==> src/rtl/usart_tx_if.sv <==
// Host-side bundle of the USART transmitter: byte write port, FIFO status and serial line.
// The master side is the host writing bytes; the slave side is the transmitter itself.
interface usart_tx_if;
  logic [7:0] data_in;
  logic       wr_en;
  logic       full;
  logic       empty;
  logic       busy;
  logic       overflow;
  logic       tx;

  modport master (
    output data_in, wr_en,
    input  full, empty, busy, overflow, tx
  );

  modport slave (
    input  data_in, wr_en,
    output full, empty, busy, overflow, tx
  );
endinterface

==> src/rtl/usart_tx.sv <==
// UART transmitter: small byte FIFO feeding a start/8 data/parity/stop frame serialiser,
// paced by a programmable bit timer. Line idles high.
module usart_tx #(
  parameter int unsigned CLKS_PER_BIT = 434,
  parameter int unsigned PARITY       = 0,
  parameter int unsigned STOP_BITS    = 1,
  parameter int unsigned FIFO_DEPTH   = 4
) (
  input logic        clock,
  input logic        reset,
  usart_tx_if.slave  bus
);

  localparam int unsigned TW = $clog2(CLKS_PER_BIT);
  localparam int unsigned PW = $clog2(FIFO_DEPTH);
  localparam int unsigned CW = PW + 1;

  localparam logic [TW-1:0] TIMER_LAST = TW'(CLKS_PER_BIT - 1);
  localparam logic          STOP_LAST  = 1'(STOP_BITS - 1);
  localparam logic [CW-1:0] COUNT_FULL = CW'(FIFO_DEPTH);

  typedef enum logic [2:0] {IDLE, START, DATA, PAR, STOP} state_e;

  // FIFO state
  logic [7:0]    mem_q [FIFO_DEPTH];
  logic [PW-1:0] wr_ptr_q, wr_ptr_d;
  logic [PW-1:0] rd_ptr_q, rd_ptr_d;
  logic [CW-1:0] count_q, count_d;
  logic          full_q, full_d;
  logic          empty_q, empty_d;
  logic          overflow_q, overflow_d;
  logic          push, pop;
  logic [7:0]    head;

  // Serialiser state
  state_e        state_q, state_d;
  logic [TW-1:0] timer_q, timer_d;
  logic [2:0]    bit_idx_q, bit_idx_d;
  logic [7:0]    shift_q, shift_d;
  logic          par_q, par_d;
  logic          stop_idx_q, stop_idx_d;
  logic          tx_q, tx_d;
  logic          busy_q, busy_d;
  logic          tick;

  assign head = mem_q[rd_ptr_q];
  assign tick = (timer_q == TIMER_LAST);

  // A write against a full FIFO is dropped even if a pop frees a slot on the same edge.
  always_comb begin
    push       = bus.wr_en && !full_q;
    wr_ptr_d   = push ? wr_ptr_q + PW'(1) : wr_ptr_q;
    rd_ptr_d   = pop  ? rd_ptr_q + PW'(1) : rd_ptr_q;
    count_d    = count_q;
    if (push && !pop) count_d = count_q + CW'(1);
    if (pop && !push) count_d = count_q - CW'(1);
    overflow_d = overflow_q || (bus.wr_en && full_q);
    full_d     = (count_d == COUNT_FULL);
    empty_d    = (count_d == '0);
  end

  // NOTE: FIFO storage has no reset; pointers and count define which entries are valid.
  always_ff @(posedge clock) begin
    if (push) mem_q[wr_ptr_q] <= bus.data_in;
  end

  // NOTE: every signal gets its default before the case so no path leaves it unassigned (no latch).
  always_comb begin
    state_d    = state_q;
    timer_d    = tick ? '0 : timer_q + TW'(1);
    bit_idx_d  = bit_idx_q;
    shift_d    = shift_q;
    par_d      = par_q;
    stop_idx_d = stop_idx_q;
    pop        = 1'b0;

    case (state_q)
      IDLE: begin
        timer_d = '0;
        if (!empty_q) begin
          pop     = 1'b1;
          shift_d = head;
          par_d   = (PARITY == 2) ? ~^head : ^head;
          state_d = START;
        end
      end
      START: begin
        if (tick) begin
          state_d   = DATA;
          bit_idx_d = 3'd0;
        end
      end
      DATA: begin
        if (tick) begin
          shift_d   = shift_q >> 1;
          bit_idx_d = bit_idx_q + 3'd1;
          if (bit_idx_q == 3'd7) begin
            state_d    = (PARITY != 0) ? PAR : STOP;
            stop_idx_d = 1'b0;
          end
        end
      end
      PAR: begin
        if (tick) begin
          state_d    = STOP;
          stop_idx_d = 1'b0;
        end
      end
      STOP: begin
        if (tick) begin
          if (stop_idx_q == STOP_LAST) begin
            // Chain straight into the next start bit when more data is queued.
            if (!empty_q) begin
              pop     = 1'b1;
              shift_d = head;
              par_d   = (PARITY == 2) ? ~^head : ^head;
              state_d = START;
            end else begin
              state_d = IDLE;
            end
          end else begin
            stop_idx_d = 1'b1;
          end
        end
      end
      default: state_d = IDLE;
    endcase

    if (state_d == START && state_q != START) timer_d = '0;

    case (state_d)
      START:   tx_d = 1'b0;
      DATA:    tx_d = shift_d[0];
      PAR:     tx_d = par_d;
      default: tx_d = 1'b1;
    endcase
    busy_d = (state_d != IDLE);
  end

  // NOTE: registers update with non-blocking assignments so every flop samples pre-edge values.
  always_ff @(posedge clock or posedge reset) begin
    if (reset) begin
      wr_ptr_q   <= '0;
      rd_ptr_q   <= '0;
      count_q    <= '0;
      full_q     <= 1'b0;
      empty_q    <= 1'b1;
      overflow_q <= 1'b0;
      state_q    <= IDLE;
      timer_q    <= '0;
      bit_idx_q  <= '0;
      shift_q    <= '0;
      par_q      <= 1'b0;
      stop_idx_q <= 1'b0;
      tx_q       <= 1'b1;
      busy_q     <= 1'b0;
    end else begin
      wr_ptr_q   <= wr_ptr_d;
      rd_ptr_q   <= rd_ptr_d;
      count_q    <= count_d;
      full_q     <= full_d;
      empty_q    <= empty_d;
      overflow_q <= overflow_d;
      state_q    <= state_d;
      timer_q    <= timer_d;
      bit_idx_q  <= bit_idx_d;
      shift_q    <= shift_d;
      par_q      <= par_d;
      stop_idx_q <= stop_idx_d;
      tx_q       <= tx_d;
      busy_q     <= busy_d;
    end
  end

  assign bus.tx       = tx_q;
  assign bus.busy     = busy_q;
  assign bus.full     = full_q;
  assign bus.empty    = empty_q;
  assign bus.overflow = overflow_q;

endmodule

==> src/flat_wrapper.sv <==
// flat-port wrapper written by rule: the top's interface ports become plain ports
module usart_tx_flat 
#(
  parameter int unsigned CLKS_PER_BIT = 434,
  parameter int unsigned PARITY       = 0,
  parameter int unsigned STOP_BITS    = 1,
  parameter int unsigned FIFO_DEPTH   = 4
)
  (clock, reset, bus_data_in, bus_wr_en, bus_full, bus_empty, bus_busy, bus_overflow, bus_tx);
  usart_tx_if bus_i ();
  input logic clock;
  input logic reset;
  input wire logic [$bits(bus_i.data_in)-1:0] bus_data_in;
  input wire logic [$bits(bus_i.wr_en)-1:0] bus_wr_en;
  output wire logic [$bits(bus_i.full)-1:0] bus_full;
  output wire logic [$bits(bus_i.empty)-1:0] bus_empty;
  output wire logic [$bits(bus_i.busy)-1:0] bus_busy;
  output wire logic [$bits(bus_i.overflow)-1:0] bus_overflow;
  output wire logic [$bits(bus_i.tx)-1:0] bus_tx;
  assign bus_i.data_in = bus_data_in;
  assign bus_i.wr_en = bus_wr_en;
  assign bus_full = bus_i.full;
  assign bus_empty = bus_i.empty;
  assign bus_busy = bus_i.busy;
  assign bus_overflow = bus_i.overflow;
  assign bus_tx = bus_i.tx;
  usart_tx #(.CLKS_PER_BIT(CLKS_PER_BIT), .PARITY(PARITY), .STOP_BITS(STOP_BITS), .FIFO_DEPTH(FIFO_DEPTH)) u_core (.clock(clock), .reset(reset), .bus(bus_i));
endmodule
==> config.mk <==
export PLATFORM = sky130hd
export DESIGN_NAME = usart_tx_flat
export DESIGN_NICKNAME = d
export VERILOG_FILES = /design/src/rtl/usart_tx_if.sv /design/src/rtl/usart_tx.sv /design/src/flat_wrapper.sv
export SDC_FILE = /design/constraint.sdc
export NUM_CORES = 1
export LEC_CHECK = 0
export CORE_MARGIN = 2
export CORE_UTILIZATION = 50
export CTS_BUF_LIST = sky130_fd_sc_hd__clkbuf_8
export DETAILED_ROUTE_END_ITERATION = 8
export PLACE_DENSITY = 0.68
export SLEW_MARGIN = 20
export SYNTH_ARGS = -nofsm -noshare
export SYNTH_HDL_FRONTEND = slang
export SYNTH_SLANG_ARGS = --single-unit
==> constraint.sdc <==
create_clock -name clock -period 2.9 [get_ports clock]
set_clock_uncertainty 0.15 [all_clocks]
set_input_delay 0.58 -clock clock [delete_from_list [all_inputs] [get_ports clock]]
set_output_delay 0.58 -clock clock [all_outputs]
set_load 0.1 [all_outputs]
-- After elaboration in Yosys (flattened, before gate mapping)
Memory sizes are Yosys's and may differ from the RTL's.
Cells that the tools add are included.
- bits of input ports: 11
- ROM bits: 0
- logic and storage cells: 97
- memories: 1
- output and inout bits: 5
- latch bits: 0
- RAM bits: 32
- bits in registers: 37
- multiplexer cells: 39
- eq/ne operators: 17
- reductions and logical operators: 19
- multiply operators: 0
- shifts and indexed selects: 0
- bitwise logic cells: 0
- add/subtract/negate cells: 6
- $lt $le $gt $ge: 0
- div/mod/pow operators: 0
- memories (name ; depth ; width ; read ports ; clocked after memory_dff ; write ports ; RTL line ; RTL):
    u_core.mem_q ; 4 ; 8 ; 1 ; 0 ; 1 ; usart_tx.sv:25 ; logic [7:0] mem_q [FIFO_DEPTH];
- operator list (kind ; count):
    2-to-1 mux 3 bit ; 11
    2-to-1 mux 8 bit ; 4
    2-to-1 mux 9 bit ; 3
    case mux 8 bit (3 select lines) ; 1
    case mux 3 bit (5 select lines) ; 1
    2-to-1 mux 1 bit ; 14
    equality test 3 x 2 -> 1 bit (second input constant) ; 4
    inequality test 2 x 1 -> 1 bit (second input constant) ; 5
    adder 9 x 1 -> 9 bit (second input constant) ; 1
    equality test 3 bit (second input constant) ; 3
    equality test 9 bit (second input constant) ; 1
    nonzero test 3 bit ; 3
    parity 8 bit ; 1
    adder 3 x 1 -> 3 bit (second input constant) ; 2
    equality test 3 x 1 -> 1 bit (second input constant) ; 2
    zero test 3 bit ; 2
    case mux 1 bit (3 select lines) ; 2
    case mux 3 bit (2 select lines) ; 1
    logical AND 1 bit ; 5
    AND reduction 5 bit ; 1
    adder 2 x 1 -> 2 bit (second input constant) ; 2
    case mux 1 bit (2 select lines) ; 2
    AND reduction 4 bit ; 1
    zero test 1 bit ; 3
    6 further kinds ; 6

-- Logic depth before layout (Yosys ltp)
Gate-level depths: netlist of run 1.
- depth after elaboration: 9
- gate-level depth with buffers: 8
- gate-level depth less buffers: 7

-- Worst setup path after synthesis of run 1
Ideal clock, no wire load.
- path type: register to register
- start: register u_core.full_q, in the netlist u_core.bus.full
- end: register u_core.full_q, in the netlist u_core.bus.full
- data required time: 2.663 ns
- setup time: 0.087 ns
- period minus slack after synthesis: 2.283 ns
- stages on the path, launching flop included: 7
- setup slack: 0.617 ns
- buffers on the path: 1
- data arrival time: 2.046 ns
- path through: dfrtp_1 -> nor2b_1 -> clkbuf_1 -> inv_1 -> a21oi_2 -> or4_4 -> a211oi_2
- word-level cells in the longest chain between the ends: 6
- elaborated cells on any way between the ends: 8
- classes of those cells: 1 x eq/ne; 2 x mux; 5 x reduce/logical
- RTL lines (element ; RTL line ; RTL):
    from (decl) ; usart_tx.sv:29 ; logic full_q, full_d;
    from (signal assigned) ; usart_tx.sv:161 ; full_q <= full_d;
    zero test 1 bit (*) ; usart_tx.sv:51 ; push = bus.wr_en && !full_q;
    logical AND 1 bit (*) ; usart_tx.sv:51 ;
    logical AND 1 bit or zero test 1 bit (tied branches) ; usart_tx.sv:55, usart_tx.sv:56 ;
    2-to-1 mux 3 bit or logical AND 1 bit (tied branches) ; usart_tx.sv:55, usart_tx.sv:56 ;
    2-to-1 mux 3 bit (*) ; usart_tx.sv:56 ; if (pop && !push) count_d = count_q - CW'(1);
    equality test 3 bit (*) ; usart_tx.sv:58 ; full_d = (count_d == COUNT_FULL);
    via u_core.full_d ; usart_tx.sv:29 ;
The timed path passes the listed nets; every way through them passes the cells marked *.
A chain may end at the register's enable or synchronous reset.

-- Final worst setup path of run 1
- start: register u_core.timer_q[3]
- end: register u_core.tx_q, in the netlist u_core.bus.tx
- elaborated cells on any way between the ends: 15
- classes of those cells: 4 x eq/ne; 11 x mux
- RTL lines (element ; RTL line ; RTL):
    from (decl) ; usart_tx.sv:37 ; logic [TW-1:0] timer_q, timer_d;
    from (signal assigned) ; usart_tx.sv:165 ; timer_q <= timer_d;
    equality test 9 bit (*) ; usart_tx.sv:47 ; assign tick = (timer_q == TIMER_LAST);
    2-to-1 mux 8 bit, on equally long branches ; usart_tx.sv:110, usart_tx.sv:94 ;
    case mux 8 bit (3 select lines) (*) ; usart_tx.sv:77 ; case (state_q)
    via u_core.shift_d[0] ; usart_tx.sv:39 ; logic [7:0] shift_q, shift_d;
    case mux 1 bit (3 select lines) (*) ; usart_tx.sv:131 ; case (state_d)
    via u_core.tx_d ; usart_tx.sv:42 ; logic tx_q, tx_d;
    to (signal assigned) ; usart_tx.sv:170 ; tx_q <= tx_d;
    to (decl) ; usart_tx.sv:42 ;
The timed path passes the listed nets; every way through them passes the cells marked *. The select of a mux whose other input is x is not followed.

==> summary by stage, run 1 <==
Cells and area
The count of filler cells inserted in the layout is 470. Measured on the finished design, the core utilization comes to about three fifths. The share of layout cells above drive strength 1 is 18.11%.

The count of placed standard cells in the final layout, fillers left out is about 330. After the last flow step, the layout net total stands at 270. The number of antenna repair diodes is 0. Compared with the post-synthesis result, the final layout area differs by 13.43%. Summing all non-filler instances in the final layout gives an area of between 0.003 and 0.004 mm².

Global route
The pin count of the biggest net entering global routing is 37. The total overflow left after global routing is 0. The initial antenna violation count came to 0. Global routing used about 18% of the available tracks. The wire length of the first global-routing pass is 8514 µm.

The number of global-route vias before repair is 1787.

Yosys
The share of synthesized area occupied by flip-flops and latches is 60.08%. The synthesized netlist occupies a cell area of 0.003103 mm². Counting flops with an async set or reset pin after synthesis yields a share of about 53%. The commonest register cell after synthesis is sky130_fd_sc_hd__dfrtp_1.

Yosys mapped the design onto 53 distinct sky130hd cell types. Synthesis handed over a netlist of 226 instances. The number of storage elements in the synthesis netlist is 68. The number of nets in the synthesized netlist is 247. Yosys printed 0 warnings. Dividing the synthesized area by the synthesized cell count gives 13.73 µm². The number of synthesized flops with an enable pin is 32.

Clock tree
Post-CTS repair changed the size of 0 cells. CTS built an H-tree with a depth of 3. TritonCTS built the clock tree.

After clock tree synthesis, the clock-pin slew on the worst setup and hold paths is roughly 0.07 ns. Counting the buffers created by CTS gives 9. The setup fix buffers added after clock tree synthesis is 0. The sink count of the clock tree is a little under 70. The number of buffers on the longest clock path is 2. The cell at the root of the clock tree is sky130_fd_sc_hd__clkbuf_8. The clock network latency to the later pin of the worst-skew pair is 0.34 ns. The quantity of hold-fixing buffers added after cts is 0.

Floorplanning
The area of the core region is 0.005956 mm². The die height is 82.78 µm. The number of placed I/O pins is 16.

The die covers roughly 0.007 mm². The floorplan has 28 rows. The overall die width is 82.78 µm. The starting utilization of the core area is between 50% and 60%.

Critical path
The worst setup path category is flop to flop. In this design, the stage delay of the slowest critical-path cell is 0.60 ns. Counting both buffers and inverters, the worst setup path holds a total of 0. Walking the worst path, the cells encountered are or4b_4 -> o21ai_4 -> o211ai_4 -> a221o_1 -> o221a_1.

The maximum fanout along the worst path is 8. The kind of cell adding the most delay to the critical path is compound AO/OA/AOI/OAI gates. The data required time at the worst endpoint is between 3 and 4 ns. The worst setup path is launched from a flop.

For this design, the slowest cell found on the critical path is sky130_fd_sc_hd__or4b_4. The kind of capture point of the worst setup path is a flop. At the worst endpoint, the arrival time is between 2 and 3 ns.

Place
Port buffering added 15 buffers. In this run the cell area measured after placement is 0.003327 mm². At the placement stage, the worst setup path has a slack of 0.4756 ns. The number of placed instances, taps included is 313. The sum of net half-perimeters after detailed placement is 3533 µm.

The final estimated routing congestion in global placement is 0.8538.

Power
Power comes to 2.824 mW. The static power due to leakage is 1.409 nW. The highest ir drop seen on vdd is 0.4562 mV.

For this design the ratio of total power to cell area is 802.5 mW/mm².

Timing
The worst path needs 2.379 ns of the cycle, external delays included. The count of endpoints failing hold in the final timing report is 0. The final count of negative-setup-slack endpoints is 0. Setup repair after global routing left no endpoint under its margin.

The actual slew at the worst max-slew pin is 0.6362 ns. Setup slack on the critical path of the routed design comes to 0.5212 ns. Measured against its own limit, the worst slew margin works out to 57.30%. The sum of negative setup slack is 0 ns. The worst hold slack is 0.3220 ns. The final-report max-slew violation count is 0. In the finished design, the share of the clock period the worst path needs comes to between 80% and 90%.

The fmax is 420.4 MHz.

Run status
The run finished with clean final reports.

Routing
The number of vias per cell is about 5.5. Before antenna repair, the detailed router went through 6 iterations. The number of DRC violations after detailed routing is 0.

The detail route stage leaves a number of antenna-violating nets equal to 0. In the final routed layout, each cell accounts on average for approximately 16 µm. The routed design has around 5000 µm of wire. The detailed-route via count is 1799.

After the first detailed-routing iteration, the DRC count stood at roughly 220.

Flow run
The max capacitance violation total is 0.

Hold path
The class of the worst hold path is flop to flop.
==> area by class of cell <==
cell class	count	area [µm²]	area share, %
Sequential cell	68	1864	52.97
Multi-Input combinational cell	131	1122	31.89
Timing Repair Buffer	20	175.2	4.977
Clock buffer	9	123.9	3.519
Tap cell	75	93.84	2.666
Inverter	19	71.32	2.026
Clock inverter	7	68.82	1.955
==> cell usage in the layout (no fill, tap or decap), types with 3 or more instances in the layout <==
cell	count
sky130_fd_sc_hd__nand3_1	5
sky130_fd_sc_hd__a222oi_1	6
sky130_fd_sc_hd__a21o_1	3
sky130_fd_sc_hd__a21oi_1	3
sky130_fd_sc_hd__mux4_2	7
sky130_fd_sc_hd__and2_1	4
sky130_fd_sc_hd__xor2_1	4
sky130_fd_sc_hd__and3_1	4
sky130_fd_sc_hd__clkbuf_8	9
sky130_fd_sc_hd__or3_1	4
sky130_fd_sc_hd__dfrtp_1	34
sky130_fd_sc_hd__clkdlybuf4s50_1	10
sky130_fd_sc_hd__o21ai_0	3
sky130_fd_sc_hd__xnor2_1	13
sky130_fd_sc_hd__o22ai_1	3
sky130_fd_sc_hd__inv_1	20
sky130_fd_sc_hd__ha_1	10
sky130_fd_sc_hd__buf_4	10
sky130_fd_sc_hd__nor3_1	3
sky130_fd_sc_hd__nor2_1	20
sky130_fd_sc_hd__nand2_1	5
sky130_fd_sc_hd__edfxtp_1	32
==> metal layers <==
layer	up-vias	global-route usage [%]	part of all wire, %
met3	8	6.277	4.2
li1	877	-	-
met4	0	8.197	2.0
met2	36	27.42	47
met1	878	21.76	46
met5	-	0	0
==> cells in the mapped netlist, drive strengths merged, types with 3 or more instances <==
master / count / area (µm²)
nor3: 6 / 51.30
a21o: 3 / 22.52
clkbuf: 3 / 11.26
buf: 5 / 33.78
dfrtp: 34 / 850.8
edfxtp: 32 / 960.9
or3: 4 / 25.02
and3: 5 / 32.53
nand2: 5 / 18.77
mux4: 8 / 183.9
nor2: 20 / 75.07
xnor2: 13 / 113.9
nand3: 5 / 25.02
xor2: 4 / 35.03
ha: 10 / 125.1
a222oi: 6 / 60.06
a21oi: 4 / 23.77
inv: 19 / 71.32
a211oi: 3 / 27.52
and2: 4 / 25.02
o22ai: 3 / 18.77
o21ai: 6 / 41.29
==> report_power, final <==
part           internal (mW)  switching [mW]  total (mW)
Sequential              1.22           0.154        1.38
Clock                  0.393           0.357       0.750
Combinational          0.310           0.388       0.698
==> registers in the layout, indices dropped and copies added, names as in the netlist <==
register             cells
u_core.bus.busy          1
u_core.bus.overflow      1
u_core.bus.empty         1
u_core.wr_ptr_q          2
u_core.rd_ptr_q          2
u_core.bus.full          1
u_core.shift_q           8
u_core.mem_q            32
u_core.count_q           3
u_core.bus.tx            1
u_core.par_q             1
u_core.timer_q           9
u_core.state_q           3
u_core.bit_idx_q         3
==> worst register-to-register path: cells and delay by family (launching register included) <==
kind	cells	cell delay (ns)
AOI/OAI and AO/OA	4	1.13
and+or+nand+nor	1	0.60
DFF	1	0.43
==> final timing paths <==
path	start	to	slack (ns)	cells after the start
max	u_core.timer_q[3]	u_core.bus.tx	0.52	5
min	u_core.bus.overflow	u_core.bus.overflow	0.32	1
max reg2reg	u_core.timer_q[3]	u_core.bus.tx	0.52	5
min reg2reg	u_core.bus.overflow	u_core.bus.overflow	0.32	1
max in group asynchronous	reset	u_core.bus.tx	1.76	3
min in group asynchronous	reset	u_core.timer_q[4]	0.49	3
==> cells by family (layout without fill, tap and decap cells) <==
logic type,count (synthesis),in the layout,share of synthesized area (%)
flops,68,68,60.08
simple gates,56,56,10.48
compound gates,39,39,10.60
buf+inv,27,55,3.750
xor+xnor,17,17,4.798
fa+ha+maj,10,10,4.032
mux,9,9,6.250
(Power assumes the default switching activity.)
==> inputs of run 2 (changes only) <==
--- a/config.mk
+++ b/config.mk
@@ -9,7 +9,7 @@
 export CORE_UTILIZATION = 50
 export CTS_BUF_LIST = sky130_fd_sc_hd__clkbuf_8
 export DETAILED_ROUTE_END_ITERATION = 8
-export PLACE_DENSITY = 0.68
+export PLACE_DENSITY = 0.71
 export SLEW_MARGIN = 20
 export SYNTH_ARGS = -nofsm -noshare
 export SYNTH_HDL_FRONTEND = slang
==> constraint.sdc (replaced) <==
create_clock -name clock -period 1.95 [get_ports clock]
set_clock_uncertainty 0.15 [all_clocks]
set_input_delay 0.39 -clock clock [delete_from_list [all_inputs] [get_ports clock]]
set_output_delay 0.39 -clock clock [all_outputs]
set_load 0.1 [all_outputs]
==> run 2 against run 1 <==
Net effect: cell count is 13% higher; clock power is 64% higher; first-iteration DRC count is 49% lower; register-to-register slack worse by 0.85 ns; fmax is 4.6% higher; via count is 14% higher; critical path depth stayed put; die area stayed put; routed wire length is 15% higher; the run now ends with setup timing left; worst setup slack worse by 0.85 ns; largest cell class unchanged.
==> summary by stage, run 2 (same netlist as run 1, synthesis figures left out) <==
Clock tree
The register clock-pin slew on the reported worst setup and hold paths came to 0.07 ns (about the same). The total number of H-tree levels is 3 (unchanged). The CTS tree is built. The number of CTS-inserted buffers is 9 (unchanged).

The quantity of hold-fixing buffers added after cts is 0 (unchanged). The sink count of the clock tree came to 68 (unchanged). The cell at the root of the clock tree is sky130_fd_sc_hd__clkbuf_8. The number of buffers on the longest clock path was 2 (unchanged).

The clock network latency to the later pin of the worst-skew pair was 0.34 ns (about the same).

Critical path
The reg2reg setup slack was -0.32 ns (-0.85 ns). The end of the worst register-to-register path is u_core.bus.full. The length in cells of the worst reg-to-reg path is 5 (unchanged). The critical path is of the flop to flop type. The critical path data arrival time is 2.37 ns (-0.13 ns).

Walking the worst path, the cells encountered are or4b_4 -> o21ai_4 -> a21oi_2 -> or4_4 -> a211oi_2. The maximum fanout along the worst path was 4 (-4). The startpoint identified for the worst register-to-register timing path is u_core.timer_q[6]. The kind of capture point of the worst setup path is a flop. The critical path startpoint is u_core.timer_q[6]. The stage delay of the slowest cell on the critical path came to 0.60 ns (about the same).

The critical path's slowest cell is sky130_fd_sc_hd__or4b_4. The worst setup path endpoint is u_core.bus.full. The critical path startpoint category is a flop.

The data required time at the worst endpoint is 2.05 ns (-0.97 ns).

Cells and area
More flip-flops sit in one register than any other, and that register is u_core.mem_q. The largest registers in the layout are u_core.mem_q (32), u_core.timer_q (9), u_core.shift_q (8). The leading cell type in the layout, fill and taps excluded is sky130_fd_sc_hd__buf_4. The count of placed standard cells in the final layout, fillers left out is 372 (+13%). The area used by multi-input combinational logic came to 0.001261 mm² (+12%). The sequential cell area is 0.001866 mm² (about the same). The flip-flop count of the largest register after layout came to 32 (unchanged). The net count reported at finish is 313 (+16%). The number of antenna repair diodes is 0 (unchanged). Leaving out fill and tap cells, the most frequent cells in the layout are 34 x sky130_fd_sc_hd__buf_4, 33 x sky130_fd_sc_hd__dfrtp_1, 32 x sky130_fd_sc_hd__edfxtp_1, 19 x sky130_fd_sc_hd__inv_1, 16 x sky130_fd_sc_hd__nor2_1. Compared with the post-synthesis result, the final layout area differs by 34.76%.

The share of layout cells above drive strength 1 came to 35.35% (+17 points). The final instance area is 0.004182 mm² (+19%). The count of filler cells inserted in the layout is 415 (-12%).

Floorplanning
The overall die width came to 82.78 µm (unchanged). The area of the core region is 0.005956 mm² (unchanged). The number of placed I/O pins was 16 (unchanged). The number of cell rows is 28 (unchanged). The die area is 0.006852 mm² (unchanged). The die height was 82.78 µm (unchanged).

The starting utilization of the core area is 52.10% (unchanged).

Place
The sum of net half-perimeters after detailed placement is 3896 µm (+10%). The number of port buffers is 15 (unchanged). The final estimated routing congestion in global placement was 0.8008 (-6.2%). The number of placed instances, taps included was 348 (+11%). The post-placement cell area came to 0.003745 mm² (+13%).

The post-place setup slack was -0.3037 ns (-0.7794 ns).

Flow run
The max capacitance violation total is 0 (unchanged).

Timing
The worst hold slack was 0.2477 ns (-0.07421 ns). The final worst setup slack is -0.3245 ns (-0.8457 ns). Setup repair after global routing could not meet its margin everywhere. The final count of negative-setup-slack endpoints is 24 (+24). The count of endpoints failing hold in the final timing report is 0 (unchanged). The worst relative slew slack is 76.11% (+19 points).

The fmax is 439.7 MHz (+4.6%). The final-report max-slew violation count was 0 (unchanged). The share of the cycle needed by the critical path after routing was 116.6% (+35 points). The actual slew at the worst max-slew pin is 0.3546 ns (-0.2817 ns).

The final period demand of the worst path came to 2.274 ns (-0.1043 ns).

Run status
The run finished, with violations left. The checks that failed: setup timing.

Power
The highest ir drop seen on vdd was 0.7848 mV (+72%). The ratio of total power to cell area came to 1132 mW/mm² (+41%). The static power due to leakage came to 1.722 nW (+22%).

Routing
The total wirelength of the detailed-routed design is 5873 µm (+15%). The remaining antenna violation count was 0 (unchanged). The number of iterations in the first detailed-routing pass came to 7 (+1). The number of vias per cell is 5.497 (+0.53%). The violation count after the first detailed-route iteration is 111 (-49%). The detail-routed net length per standard cell is 15.79 µm (+1.3%). The number of DRC violations after detailed routing is 0 (unchanged). The detailed-route via count is 2045 (+14%).

Global route
The final global-route overflow total is 0 (unchanged). The number of global-route vias before repair is 2067 (+16%). The pin count of the biggest net entering global routing came to 37 (unchanged). The initial antenna violation count is 0 (unchanged). The wire length of the first global-routing pass was 9459 µm (+11%). The total global-route track usage is 19.18% (+1.7 points).

Hold path
The class of the worst hold path is input pin to async pin.
-- run 2: cell count changes in the layout (fill, tap and decap cells not counted), sizes merged --
cell	previous run	this run
clkinv	4	3
buf	10	53
clkinvlp	1	2
bufinv	1	2
inv	20	19
-- run 2: final cells by class --
| class | count | area share (%) |
|---|---|---|
| Multi-Input combinational cell | 131 | 30.16 |
| Clock buffer | 9 | 2.962 |
| Sequential cell | 68 | 44.61 |
| Timing Repair Buffer | 63 | 16.13 |
| Clock inverter | 7 | 2.184 |
| Tap cell | 75 | 2.244 |
| Inverter | 19 | 1.706 |
-- run 2: metrics by stage --
step	total power [mW]	util, %	TNS (ns)
3_3_place_gp	3.408	62.88	-4.789
5_1_grt	4.969	70.21	-6.473
6_report	4.734	70.21	-4.484
3_5_place_dp	3.455	62.88	-6.084
4_1_cts	4.735	69.08	-3.727
2_1_floorplan	2.866	-	-1.010
-- run 2: report_power, final --
part	internal, mW	switching, mW	total (mW)
logic	0.758	0.743	1.50
clock network	0.712	0.519	1.23
registers	1.82	0.183	2.00
total	3.29	1.45	4.73
-- run 2: how the worst min path moves through the flow --
stage | slack, ns | end | from | depth (start not counted)
global route | 0.28 | u_core.bus.overflow | reset | 3
detailed placement | 0.32 | u_core.shift_q[1] | u_core.shift_q[2] | 2
CTS | 0.25 | u_core.wr_ptr_q[0] | reset | 3
finish | 0.25 | u_core.bus.overflow | reset | 3
global placement | 0.31 | u_core.shift_q[4] | u_core.shift_q[5] | 2
floorplan | 0.30 | u_core.timer_q[0] | u_core.timer_q[0] | 1
-- run 2: worst max-delay path: cells and delay by family, from the launching register on --
kind            cells  cell delay [ns]
simple gates        2             1.04
compound gates      3             0.61
flops               1             0.38
-- run 2: what timing repair did --
item | in CTS | in global routing
resized for setup | 21 | 14
setup buffers | 7 | 4
pin swaps | 9 | 20
setup endpoints to repair | 21 | 33
gates cloned | 0 | 1
-- run 2: layer usage --
metal	GRT usage (%)	part of all wire (%)
met1	22.92	43
met4	9.672	2.5
met3	4.329	2.4
met2	32.66	52
met5	0	0
==> inputs of run 3 (changes only) <==
--- a/config.mk
+++ b/config.mk
@@ -9,6 +9,7 @@
 export CORE_UTILIZATION = 50
 export CTS_BUF_LIST = sky130_fd_sc_hd__clkbuf_8
 export DETAILED_ROUTE_END_ITERATION = 8
+export MAX_ROUTING_LAYER = met4
 export PLACE_DENSITY = 0.71
 export SLEW_MARGIN = 20
 export SYNTH_ARGS = -nofsm -noshare
==> run 3 against run 2 <==
Net effect: the run still ends with setup timing left; count of clock-buffer cells in the layout unchanged; flip-flop and latch count unchanged; fmax about the same; largest cell class unchanged; largest power group unchanged.
==> summary by stage, run 3 (same netlist as run 1, synthesis figures left out) <==
Run status
The run finished, with violations left. The checks that failed: setup timing.

Cells and area
The leading cell type in the layout, fill and taps excluded is sky130_fd_sc_hd__buf_4. The flip-flop count of the largest register after layout came to 32 (unchanged). Ranked by flip-flop count, first place goes to u_core.mem_q.

The final instance area is 0.004182 mm² (unchanged). The number of antenna repair diodes is 0 (unchanged). The net count reported at finish was 313 (unchanged). In the final layout, the registers with the most flip-flops are u_core.mem_q (32), u_core.timer_q (9), u_core.shift_q (8). The count of filler cells inserted in the layout is 415 (unchanged).

The share of layout cells above drive strength 1 is 35.35% (unchanged). In the layout the commonest cells are 34 x sky130_fd_sc_hd__buf_4, 33 x sky130_fd_sc_hd__dfrtp_1, 32 x sky130_fd_sc_hd__edfxtp_1, 19 x sky130_fd_sc_hd__inv_1, 16 x sky130_fd_sc_hd__nor2_1. The count of placed standard cells in the final layout, fillers left out is 372 (unchanged).

The area added between synthesis and finish is 34.76% (unchanged).

Power
The sequential share of power is 42.3% (about the same). The power spent charging and discharging nets was 1.441 mW (-0.29%). The highest ir drop seen on vdd is 0.7854 mV (about the same). The ratio of total power to cell area is 1131 mW/mm² (about the same).

The share of power burned in combinational logic is 31.8% (about the same). The internal portion of total power is 3.288 mW (about the same). The share of power burned in the clock network is 26.0% (about the same). The static power due to leakage is 1.722 nW (unchanged).

The switching fraction of total power is 30.47% (-0.063 points).

Clock tree
The register clock-pin slew on the reported worst setup and hold paths is 0.07 ns (about the same). The quantity of hold-fixing buffers added after cts is 0 (unchanged). The CTS tree is built. The clock network latency to the later pin of the worst-skew pair came to 0.33 ns (about the same). The cell at the root of the clock tree is sky130_fd_sc_hd__clkbuf_8. The total number of H-tree levels came to 3 (unchanged).

The number of CTS-inserted buffers was 9 (unchanged). The number of buffers on the longest clock path came to 2 (unchanged). The sink count of the clock tree is 68 (unchanged).

Timing
The fmax is 439.7 MHz (about the same). The final count of negative-setup-slack endpoints is 25 (+4.2%). The count of endpoints failing hold in the final timing report is 0 (unchanged). The actual slew at the worst max-slew pin came to 0.3542 ns (-0.0003868 ns).

The worst relative slew slack is 76.14% (about the same). Setup repair after global routing could not meet its margin everywhere. The share of the cycle needed by the critical path after routing is 116.6% (about the same). The sum of negative setup slack came to -4.475 ns (+0.009540 ns).

The final period demand of the worst path is 2.274 ns (-0.0002880 ns). The final-report max-slew violation count is 0 (unchanged). The final worst setup slack came to -0.3242 ns (+0.0002880 ns).

Place
The final estimated routing congestion in global placement is 0.8123 (+1.4%). The sum of net half-perimeters after detailed placement is 3896 µm (unchanged). The number of placed instances, taps included is 348 (unchanged).

The number of port buffers is 15 (unchanged). The post-placement cell area came to 0.003745 mm² (unchanged).

Routing
The number of iterations in the first detailed-routing pass was 6 (-1). The violation count after the first detailed-route iteration is 111 (unchanged). The number of vias per cell is 5.505 (+0.15%). The total wirelength of the detailed-routed design is 5862 µm (-0.19%). The remaining antenna violation count is 0 (unchanged).

The detailed-route via count came to 2048 (+0.15%). The number of DRC violations after detailed routing came to 0 (unchanged). The detail-routed net length per standard cell is 15.76 µm (-0.19%).

Floorplanning
The die area is 0.006852 mm² (unchanged). The number of placed I/O pins is 16 (unchanged). The starting utilization of the core area is 52.10% (unchanged). The overall die width is 82.78 µm (unchanged). The number of cell rows came to 28 (unchanged). The die height was 82.78 µm (unchanged). The area of the core region came to 0.005956 mm² (unchanged).

Critical path
The maximum fanout along the worst path is 4 (unchanged). The critical path data arrival time is 2.37 ns (about the same). The stage delay of the slowest cell on the critical path is 0.60 ns (about the same). On the critical path, the stage with the largest delay is an instance of sky130_fd_sc_hd__or4b_4. The startpoint identified for the worst register-to-register timing path is u_core.timer_q[6]. The critical path in this run is classified as flop to flop. The signal on the critical path passes through or4b_4 -> o21ai_4 -> a21oi_2 -> or4_4 -> a211oi_2. The critical path startpoint is u_core.timer_q[6]. STA classifies the critical path endpoint as a flop. The reg2reg setup slack is -0.32 ns (about the same).

The data required time at the worst endpoint is 2.05 ns (about the same). The critical path startpoint category is a flop.

Global route
The initial antenna violation count is 0 (unchanged). The final global-route overflow total is 0 (unchanged). The total global-route track usage was 19.79% (+0.60 points). The wire length of the first global-routing pass is 9480 µm (+0.22%). The pin count of the biggest net entering global routing is 37 (unchanged).

The number of global-route vias before repair is 2072 (+0.24%).

Flow run
The max capacitance violation total came to 0 (unchanged).

Hold path
The class of the worst hold path is input pin to async pin.
==> run 3: cell counts in the layout (fill, tap and decap cells not counted) <==
No cell type changed its count.
==> run 3: what timing repair did <==
item | in CTS | in global routing
buffers inserted | 7 | 4
pin swaps | 9 | 20
gates resized for setup | 21 | 14
setup endpoints to repair | 21 | 33
gates cloned | 0 | 1
==> run 3: cell type report <==
| type | count | area, µm² | share of cell area [%] |
|---|---|---|---|
| repair buffers | 63 | 674.4 | 16.13 |
| flip-flops and latches | 68 | 1866 | 44.61 |
| multi-input cells | 131 | 1261 | 30.16 |
| well taps | 75 | 93.84 | 2.244 |
| clock buffers | 9 | 123.9 | 2.962 |
| inverters | 19 | 71.32 | 1.706 |
| clock inverters | 7 | 91.34 | 2.184 |
==> run 3: final timing paths <==
path | endpoint | cells after the start
max in group asynchronous | u_core.bus.tx | 3
worst max-delay path | u_core.bus.full | 5
worst min register to register | u_core.shift_q[6] | 2
worst min-delay path | u_core.bus.overflow | 3
min in group clock | u_core.shift_q[6] | 2
worst max register to register | u_core.bus.full | 5
==> run 3: per-stage QoR <==
step	power, mW	utilization, %	hold slack (ns)	setup WS [ns]
6_report	4.730	70.21	0.2478	-0.3242
5_1_grt	4.972	70.21	0.2827	-0.3818
3_5_place_dp	3.455	62.88	0.3235	-0.3037
2_1_floorplan	2.866	-	0.3035	-0.2381
3_3_place_gp	3.408	62.88	0.3139	-0.2221
4_1_cts	4.735	69.08	0.2482	-0.2732
==> run 3: power by group through the flow <==
stage	clock network, mW	logic (mW)	registers [mW]
after floorplan	0	0.729	2.14
after global placement	0	1.39	2.01
after detailed placement	0	1.43	2.02
after CTS	1.26	1.48	2.00
after global routing	1.32	1.62	2.03
final	1.23	1.50	2.00
==> run 3: worst max-delay path, delay by kind of cell (launching register included) <==
kind,cells,cell delay (ns)
AOI/OAI and AO/OA,3,0.61
and+or+nand+nor,2,1.04
DFF,1,0.38
==> run 3: layer usage <==
| metal | wire [µm] | GRT usage (%) | vias to the layer above |
|---|---|---|---|
| met5 | 0 | - | - |
| met2 | 3066 | 32.66 | 28 |
| met3 | 138 | 4.329 | 13 |
| met4 | 148 | 9.672 | 0 |
| li1 | - | - | 967 |
| met1 | 2508 | 23.07 | 1040 |
